--- config.mk ---
export PLATFORM = sky130hd
export DESIGN_NAME = output_port_allocator
export DESIGN_NICKNAME = d
export VERILOG_FILES = /design/src/rtl/output_port_allocator.sv
export SDC_FILE = /design/constraint.sdc
export NUM_CORES = 1
export LEC_CHECK = 0
export CAP_MARGIN = 10
export CORE_MARGIN = 10
export CORE_UTILIZATION = 31
export CTS_CLUSTER_SIZE = 16
export DETAILED_ROUTE_END_ITERATION = 10
export GPL_TIMING_DRIVEN = 0
export PLACE_DENSITY = 0.56
export SETUP_SLACK_MARGIN = 0.02
export SLEW_MARGIN = 25
export SYNTH_ARGS = -nofsm -noshare
export SYNTH_HDL_FRONTEND = slang
export SYNTH_SLANG_ARGS = --single-unit
--- constraint.sdc ---
create_clock -name clk -period 6.87 [get_ports clk]
set_input_delay 0.687 -clock clk [delete_from_list [all_inputs] [get_ports clk]]
set_output_delay 0.687 -clock clk [all_outputs]
set_load 0.01 [all_outputs]
--- src/rtl/output_port_allocator.sv ---
// ---------------------------------------------------------------------------
// output_port_allocator
//   Packet allocator for one output direction of a 5-port (L,N,E,S,W) mesh
//   router. Input ports whose head flit targets this output (request == DIR)
//   are arbitrated round-robin. The winner keeps the output for its whole
//   packet, head to tail. Each flit transfer is gated on downstream credits.
//
// Ports
//   clk         in   clock, rising edge
//   rst         in   asynchronous reset, active-low
//   request_L..W in  3-bit destination code of the flit at each input
//   valid       in   5-bit flit-present vector (bit0=L,1=N,2=E,3=S,4=W)
//   tail        in   5-bit tail-flit vector (same bit order)
//   credit_in   in   downstream freed one buffer slot (1-cycle pulse)
//   select      out  crossbar source index 0..4; 3'b111 = none
//   grant       out  one-hot pop of the input whose flit transfers this cycle
//   xbar_en     out  a flit crosses the crossbar this cycle
//   busy        out  a packet holds the lock
//   credit_cnt  out  current downstream credit count
// ---------------------------------------------------------------------------
module output_port_allocator #(
  parameter logic [2:0] DIR     = 3'b001,
  parameter int         CREDITS = 4,
  parameter int         CNT_W   = 3
) (
  input  logic             clk,
  input  logic             rst,
  input  logic [2:0]       request_L,
  input  logic [2:0]       request_N,
  input  logic [2:0]       request_E,
  input  logic [2:0]       request_S,
  input  logic [2:0]       request_W,
  input  logic [4:0]       valid,
  input  logic [4:0]       tail,
  input  logic             credit_in,
  output logic [2:0]       select,
  output logic [4:0]       grant,
  output logic             xbar_en,
  output logic             busy,
  output logic [CNT_W-1:0] credit_cnt
);

  typedef enum logic {IDLE = 1'b0, LOCKED = 1'b1} state_t;

  localparam logic [CNT_W-1:0] CRED_MAX = CNT_W'(CREDITS);

  state_t           state_q, state_d;
  logic [2:0]       owner_q, owner_d;
  logic [2:0]       rr_ptr_q, rr_ptr_d;
  logic [CNT_W-1:0] credit_q, credit_d;

  logic [4:0] cand;
  logic [2:0] winner;
  logic       found;
  logic [3:0] idx;
  logic       xfer;
  logic       has_credit;

  // Only the destination code matters for arbitration; tail is meaningful
  // only for the current owner.
  always_comb begin
    cand[0] = valid[0] && (request_L == DIR);
    cand[1] = valid[1] && (request_N == DIR);
    cand[2] = valid[2] && (request_E == DIR);
    cand[3] = valid[3] && (request_S == DIR);
    cand[4] = valid[4] && (request_W == DIR);
  end

  // Round-robin search starting at rr_ptr, wrapping modulo 5.
  always_comb begin
    found  = 1'b0;
    winner = 3'd0;
    idx    = 4'd0;
    for (int k = 0; k < 5; k++) begin
      idx = {1'b0, rr_ptr_q} + 4'(k);
      if (idx >= 4'd5) idx = idx - 4'd5;
      if (!found && cand[idx[2:0]]) begin
        found  = 1'b1;
        winner = idx[2:0];
      end
    end
  end

  assign has_credit = (credit_q != '0);

  always_comb begin
    grant = 5'b00000;
    if (state_q == LOCKED && valid[owner_q] && has_credit)
      grant[owner_q] = 1'b1;
  end

  assign xfer       = |grant;
  assign xbar_en    = xfer;
  assign busy       = (state_q == LOCKED);
  assign select     = (state_q == LOCKED) ? owner_q : 3'b111;
  assign credit_cnt = credit_q;

  always_comb begin
    state_d  = state_q;
    owner_d  = owner_q;
    rr_ptr_d = rr_ptr_q;
    case (state_q)
      IDLE: begin
        // Arbitration takes a full cycle; the winner transfers next cycle.
        if (found && has_credit) begin
          state_d = LOCKED;
          owner_d = winner;
        end
      end
      LOCKED: begin
        // Pointer moves past the owner only once its packet has completed,
        // so stalls never disturb fairness.
        if (xfer && tail[owner_q]) begin
          state_d  = IDLE;
          rr_ptr_d = (owner_q == 3'd4) ? 3'd0 : owner_q + 3'd1;
        end
      end
      default: state_d = IDLE;
    endcase
  end

  // Return and consumption in the same cycle cancel; returns saturate at max.
  always_comb begin
    credit_d = credit_q;
    if (xfer && !credit_in)
      credit_d = credit_q - 1'b1;
    else if (!xfer && credit_in && credit_q != CRED_MAX)
      credit_d = credit_q + 1'b1;
  end

  always_ff @(posedge clk or negedge rst) begin
    if (!rst) begin
      state_q  <= IDLE;
      owner_q  <= 3'd0;
      rr_ptr_q <= 3'd0;
      credit_q <= CRED_MAX;
    end else begin
      state_q  <= state_d;
      owner_q  <= owner_d;
      rr_ptr_q <= rr_ptr_d;
      credit_q <= credit_d;
    end
  end

endmodule
Yosys cells after proc, flatten, opt, wreduce, memory -nomap -nowiden
Cells that the tools add are included.
- $add $sub $neg: 12
- multipliers: 0
- divide/modulo/power cells: 0
- magnitude comparators: 12
- eq/ne operators: 7
- shift operators: 0
- muxes and demuxes: 39
- bitwise gates (word level): 1
- reduce and logical (&&, ||, !) cells: 28
- operators by type and width (cell ; count):
    3-bit two-way mux ; 14
    3-bit by 4-bit < comparator with 1-bit output, second input constant ; 6
    1-bit binary-select mux with 3-bit select ; 7
    1-bit logical AND ; 17
    4-bit by 3-bit >= comparator with 1-bit output, second input constant ; 4
    3-bit by 1-bit == test with 1-bit output, second input constant ; 5
    1-bit two-way mux ; 15
    3-bit subtractor, second input constant ; 5
    3-bit by 2-bit adder with 4-bit output, second input constant ; 2
    3-bit by 1-bit adder with 3-bit output, second input constant ; 2
    1-bit zero test ; 6
    5-bit two-way mux ; 1
    5-bit OR reduction ; 1
    3-bit by 1-bit adder with 4-bit output, second input constant ; 1
    3-bit by 3-bit adder with 4-bit output, second input constant ; 1
    2-bit AND reduction ; 2
    1-bit demux with 3-bit select ; 1
    3-bit == test, second input constant ; 1
    3-bit by 1-bit >= comparator with 1-bit output, second input constant ; 1
    3-bit >= comparator, second input constant ; 1
    3-bit != test, second input constant ; 1
    3-bit nonzero test ; 1
    3-bit by 1-bit subtractor with 3-bit output, second input constant ; 1
    1-bit case mux with 2 select lines ; 1
    other kinds (2) ; 2
- flip-flop bits (word level): 10
- latch bits: 0
- bits in writable memories: 0
- bits in read-only memories: 0
- input bits: 28
- output and inout bits: 13
- memories kept: 0

Depth between registers and ports, before layout
Gate-level depths: netlist (run 1).
- depth in word-level cells: 20
- mapped depth: 13
- gate-level depth less buffers: 12

Worst setup path before layout (run 1)
No wires, ideal clock.
- kind: register -> register
- start point: register rr_ptr_q[0]
- end point: register owner_q[0]
- setup time: 126 ps
- arrival time: 3045 ps
- setup slack: 3699 ps
- cell stages (with the launch flop): 13
- buffers on the path: 1
- period minus slack after synthesis: 3171 ps
- path through: dfrtp_1 > buf_6 > inv_2 > ha_1 > inv_1 > fa_1 > or3_1 > and3_1 > o211ai_1 > nand4_2 > or4_1 > o211ai_2 > o21ai_1
- longest elaborated chain between the ends: 19
- ends and longest elaborated chain (element ; RTL line ; source):
    start, declared ; 49 ; logic [2:0] rr_ptr_q, rr_ptr_d;
    start signal, assigned ; 140 ; rr_ptr_q <= rr_ptr_d;
    branches (longest 19 deep; another with 3-bit by 1-bit adder with 4-bit output) ; n/a ;
    end signal, assigned ; 139 ; owner_q <= owner_d;
    end, declared ; 48 ; logic [2:0] owner_q, owner_d;
Parallel ways; which one is timed is not known. The select of a mux whose other input is x is not followed.
A chain may end at the register's enable or synchronous reset.

Worst setup path in the final report (run 1)
- start point: register rr_ptr_q[0]
- end point: register owner_q[1]
Same word-level chain as after synthesis.

==> impl_results.md, run 1 <==
* Yosys cell types at 63
* WP data arrival at 3950 ps
* Maximum clock rate at 261.3 MHz
* Num CTS Buffers at 3
* Final setup viols at 0
* GR Util All Layers at 0.1188
* Routed vias/inst at 5.640
* Period utilization at 0.5570
* Fin crit period at approximately 3800 ps
* Cts repair resizes at 0
* Gate Count Post-Synth at between 200 and 250
* Crit end category: flop
* Layout area overhead at 30.77%
* Hold WS at 561.9 ps
* Post-DP HPWL at approximately 4800 um
* CTS Buffer Depth at 2
* Post-Syn Area at between 1500 and 2000 sq um
* Post-route ant nets at 0
* Total core area at between 5000 and 6000 sq um
* CTS tree: built
* Syn Area/Cell at 7.752 sq um
* Fill cells at 592
* # diodes at 0
* HP Class: flop to flop
* Slew margin rel. at 0.4569
* Worst-Skew Late Latency at approximately 230 ps
* Syn Nets at around 280
* Num rows at 27
* Cell area power density at 507.0 nW/um^2
* First-pass GRT wire length at 9722 um
* Initial core utilization at 0.3249
* Total clock sinks at 10
* Avg WL per Cell at approximately 16 um
* Outcome: complete, but fails checks
* Initial antenna violation count at 0
* Max Slew Vio Count at 0
* Seq/Total Area, Yosys at 0.1380
* Routed via count at 1974
* DIE AREA at 9343 sq um
* Number of flops mapped to enable cells by yosys at 0
* Max_cap viols at 0
* Synth Register Bits at 10
* Final #Nets at 319
* Least-Margin Pin Slew at around 800 ps
* Hold buffers post-CTS at 0
* CP max FO at 11
* Port bufs at 39
* Die Wd at a little under 100 um
* Iter 0 DRT Violations at 130
* Routed wire length at around 5800 um
* Crit Path Class: flop to flop
* Fraction of layout cells with a size suffix above 1 at 0.09712
* First-pass detailed-route iteration total at 7
* H-tree levels at 1
* YS warnings at 0
* Leakage at about 0.94 nW
* Largest net degree at the start of global routing at 12
* RSZ-0062 raised after global routing: no
* Total grt overflow at 0
* Async SR Flop Fraction at 1.000
* Number of global-route vias before repair at 1907
* Multi-input logic area at roughly 1500 sq um
* Postcts setup bufs at 0
* Die extent in y at 96.66 um
* CP required at 7000 ps
* Max VDD drop at 0.0001991 V
* Fin. Hold Viols at 0
* Num ports at just over 40
* Global placer's final weighted congestion at 0.8426
* Utilization after layout at 0.4248
* Failing checks: DRC
* Ys flop type: dfrtp_1
* Clock-pin slew on the worst setup and hold paths at 50 ps
* Fin Setup TNS at 0 ps
* Critical Path Start Type: flop
* Root Driver: clkbuf_8
* Register area at between 200 and 300 sq um
* Skew final at 2.629 ps
* Post-route DRC at 1
registers in the layout, summed over array words and instances (netlist names):
signal      count
rr_ptr_q        3
owner_q         3
credit_cnt      3
busy            1
metrics by stage:
step	power, mW	setup WS [ps]	cell area (sq um)	cells
finish	1.208	3043	2382	350
global route	1.339	2706	2382	350
CTS	1.210	3019	2382	350
detailed placement	1.131	3024	2327	346
global placement	1.133	2962	2302	346
floorplan	0.8561	3699	1822	235
worst paths after layout:
path	startpoint	endpoint	slack (ps)	cells past startpoint
setup / recovery	rr_ptr_q[0]	owner_q[1]	3040	12
hold / removal	credit_cnt[0]	credit_cnt[0]	560	1
setup reg to reg	rr_ptr_q[0]	owner_q[1]	3040	12
hold reg to reg	credit_cnt[0]	credit_cnt[0]	560	1
max in group asynchronous	rst	credit_cnt[2]	5760	1
min in group asynchronous	rst	credit_cnt[1]	770	1
synth_stat cells (4+ instances only):
master,n,area (sq um)
a211o_1,4,35.03
a211oi_1,6,45.04
a21o_1,5,37.54
a21oi_1,14,70.07
clkbuf_1,8,30.03
dfrtp_1,9,225.2
ha_1,10,125.1
inv_1,11,41.29
mux2i_1,10,100.1
nand2_1,15,56.30
nand2b_1,6,37.54
nand4_1,4,25.02
nor2_1,13,48.80
nor2b_1,5,31.28
nor3_1,10,50.05
nor3b_1,4,30.03
nor4bb_1,4,40.04
o21a_1,4,30.03
o21ai_0,18,90.09
o22ai_1,5,31.28
or2_2,4,25.02
area by class of cell:
type                    count  share of cell area
plain buffers              11             0.02153
clock buffers               4             0.02311
inverters                  12             0.01891
multi-input cells         202              0.6292
flip-flops and latches     10              0.1056
well taps                  72             0.03782
repair buffers             39              0.1639
per-layer routing:
| metal | share of wire | track usage |
|---|---|---|
| met1 | 0.43 | 0.1390 |
| met5 | 0 | 0 |
| met2 | 0.52 | 0.2183 |
| met4 | 0.012 | 0.03269 |
| met3 | 0.037 | 0.01490 |
worst max-delay path: stages (launching register included):
cell      delay [ps]
dfrtp_1          420
buf_6            160
inv_2            180
ha_1             210
inv_1             50
fa_1             450
or3_1            420
and3_1           180
o211ai_1         360
nand4_2          290
nor4_1           580
a32oi_1          150
o211ai_1         260
cell families after synthesis:
logic type / Yosys count / share of synthesized area
DFF: 10 / 0.1381
muxes: 14 / 0.09821
buffers and inverters: 23 / 0.05288
adders and majority gates: 12 / 0.09066
AOI/OAI and AO/OA: 87 / 0.3324
xor gates and xnor gates: 3 / 0.01443
and+or+nand+nor: 86 / 0.2734
power by group:
part / total [mW] / internal [mW] / leakage [nW] / switching, mW
Clock: 0.0719 / 0.0502 / 0.0288 / 0.0217
Combinational: 0.997 / 0.414 / 0.791 / 0.582
Sequential: 0.139 / 0.0914 / 0.120 / 0.0479
Total: 1.21 / 0.556 / 0.940 / 0.652
cell usage in the layout (no fill, tap or decap), drive strengths merged, types with 4 or more instances in the layout:
cell type / n
clkdlybuf4s50: 39
o21ai: 20
nand2: 15
a21oi: 14
nor2: 13
inv: 12
clkbuf: 12
nor3: 10
mux2i: 10
ha: 10
dfrtp: 9
a211oi: 7
nand2b: 6
o22ai: 5
a21o: 5
nor2b: 5
nand4: 5
o211ai: 5
nor3b: 4
nor4bb: 4
o21a: 4
or2: 4
a211o: 4
No activity file was read; power rests on OpenSTA's default activity.
==> inputs of run 2 (changes only) <==
Clock period 6.87 ns to 3.8 ns, I/O delays scaled along.
==> run 2 against run 1 <==
Sequential cell count unchanged. Non-clock buffer count rose by 1. Core utilization is 1.0 points higher. Sequential power up 82%. Register-to-register slack got worse by 2900 ps. The run now ends clean. Critical path type unchanged. Count of clock-buffer cells in the layout unchanged. Global-route usage is essentially flat. Final cell count up 0.29%. Die area is the same.
==> impl_results.md, run 2 (synthesis gave the netlist of run 1 again) <==
* Outcome: finished clean
* Avg WL per Cell at 16.79 um (+2.0%)
* Die Wd at 96.66 um (unchanged)
* Largest net degree at the start of global routing at 12 (unchanged)
* Total core area at 5608 sq um (unchanged)
* CTS Buffer Depth at 2 (unchanged)
* Final setup viols at 0 (unchanged)
* Port bufs at 39 (unchanged)
* Post-route ant nets at 0 (unchanged)
* Placed standard-cell area at 2327 sq um (unchanged)
* First-pass detailed-route iteration total at 5 (-2)
* Skew final at 2.837 ps (+0.2079 ps)
* Worst path most repeated cell: ha_1
* CP max FO at 11 (unchanged)
* Iter 0 DRT Violations at 133 (+2.3%)
* Period utilization at 0.9514 (+0.3944)
* Initial core utilization at 0.3249 (unchanged)
* Crit end category: flop
* Crit path max-delay cell type: dfrtp_1
* Least-Margin Pin Slew at 790.1 ps (-13.01 ps)
* First-pass GRT wire length at 9694 um (-0.29%)
* Total grt overflow at 0 (unchanged)
* Num ports at 41 (unchanged)
* Fraction of layout cells with a size suffix above 1 at 0.1290 (+0.03191)
* Leakage at 0.9544 nW (+1.6%)
* Number of global-route vias before repair at 1910 (+0.16%)
* Cell chain of the critical path: buf_6 -> inv_2 -> ha_1 -> ha_1 -> clkbuf_1 -> or2_2 -> o21a_1 -> o31ai_2 -> a21oi_1 -> o211ai_2 -> nor4_2 -> a211oi_1 -> o21ai_1
* GR Util All Layers at 0.1185 (-0.0002901)
* Crit Path Class: flop to flop
* # diodes at 0 (unchanged)
* H-tree levels at 1 (unchanged)
* HP Class: primary input to async pin
* DIE AREA at 9343 sq um (unchanged)
* Final #Nets at 320 (+0.31%)
* Fin crit period at 3615 ps (-211.4 ps)
* Commonest non-fill, non-tap cells in the layout: 39 x clkdlybuf4s50_1, 17 x o21ai_0, 15 x nand2_1
* Maximum clock rate at 276.6 MHz (+5.8%)
* Hold buffers post-CTS at 0 (unchanged)
* Initial antenna violation count at 0 (unchanged)
* Post-route DRC at 0 (-1)
* Cell area power density at 933.8 nW/um^2 (+84%)
* Commonest non-fill, non-tap cell in the layout: clkdlybuf4s50_1
* Layout area overhead at 34.00%
* CTS tree: built
* Fin. Hold Viols at 0 (unchanged)
* Num CTS Buffers at 3 (unchanged)
* Max VDD drop at 0.0003631 V (+82%)
* Total clock sinks at 10 (unchanged)
* Clock-pin slew on the worst setup and hold paths at 50 ps (about the same)
* Slew margin rel. at 0.4657 (+0.008801)
* Global placer's final weighted congestion at 0.8426 (unchanged)
* CP max stage delay at 420 ps (-160 ps)
* Die extent in y at 96.66 um (unchanged)
* Critical Path Start Type: flop
* Routed wire length at 5894 um (+2.3%)
* Num rows at 27 (unchanged)
* Hold WS at 465.8 ps (-96.16 ps)
* Root Driver: clkbuf_8
* Worst-Skew Late Latency at 230 ps (about the same)
* Max Slew Vio Count at 0 (unchanged)
* Routed vias/inst at 5.712 (+1.3%)
* WP data arrival at 3710 ps (-240 ps)
* Cell area after layout at 2441 sq um (+2.5%)
* CP required at 3890 ps (-3110 ps)
* Routed via count at 2005 (+1.6%)
* Fin Setup TNS at 0 ps (unchanged)
* Max_cap viols at 0 (unchanged)
* Post-DP HPWL at 4790 um (unchanged)
==> run 2: area by class of cell <==
class | instances | area [sq um]
plain buffers | 11 | 52.55
clock buffers | 4 | 55.05
fillers | 584 | 3167
inverters | 12 | 45.04
multi-input cells | 202 | 1548
flip-flops and latches | 10 | 252.7
well taps | 72 | 90.09
repair buffers | 40 | 397.9
==> run 2: what timing repair did <==
item | CTS | global route
setup buffers | 0 | 1
pin swaps | 0 | 2
gates resized for setup | 1 | 11
endpoints found under the setup margin | 2 | 4
==> run 2: critical path, delay by kind of cell, from the launching register on <==
family                     cells  cell delay [ps]
adders and majority gates      2              500
DFF                            1              420
and+or+nand+nor                2              450
buffers and inverters          3              560
AOI/OAI and AO/OA              6             1540
==> run 2: final timing paths <==
path / cells past startpoint / startpoint / end / slack (ps)
min: 1 / rst / credit_cnt[1] / 470
min reg2reg: 1 / credit_cnt[0] / credit_cnt[0] / 560
min in group clk: 1 / credit_cnt[0] / credit_cnt[0] / 560
max reg2reg: 13 / rr_ptr_q[0] / owner_q[0] / 180
max in group asynchronous: 1 / rst / rr_ptr_q[1] / 2990
max: 13 / rr_ptr_q[0] / owner_q[0] / 180
==> run 2: through the flow <==
step	worst slack [ps]	std cells	power, mW	utilization
2_1_floorplan	629.4	235	1.548	-
3_3_place_gp	-13.96	346	2.048	0.4105
3_5_place_dp	7.981	346	2.046	0.4150
4_1_cts	91.65	350	2.195	0.4259
5_1_grt	-3.442	351	2.519	0.4353
6_report	184.6	351	2.279	0.4353
==> run 2: report_power, final <==
part	total, mW	switching [mW]	internal [mW]
clock network	0.130	0.0392	0.0908
logic	1.90	1.11	0.786
registers	0.253	0.0867	0.166
total	2.28	1.24	1.04
==> run 2: per-layer routing <==
metal,global-route usage,vias to the layer above,part of all wire
met5,0,-,0
met4,0.03382,0,0.0092
met3,0.01561,4,0.033
met2,0.2178,38,0.54
met1,0.1378,957,0.42
li1,-,1006,-
==> inputs of run 3 (changes only) <==
Settings changed: CTS_BUF_LIST from default to sky130_fd_sc_hd__clkbuf_8.
==> results of run 3 <==
Final layout, timing and power as in run 2 (identical DEF).
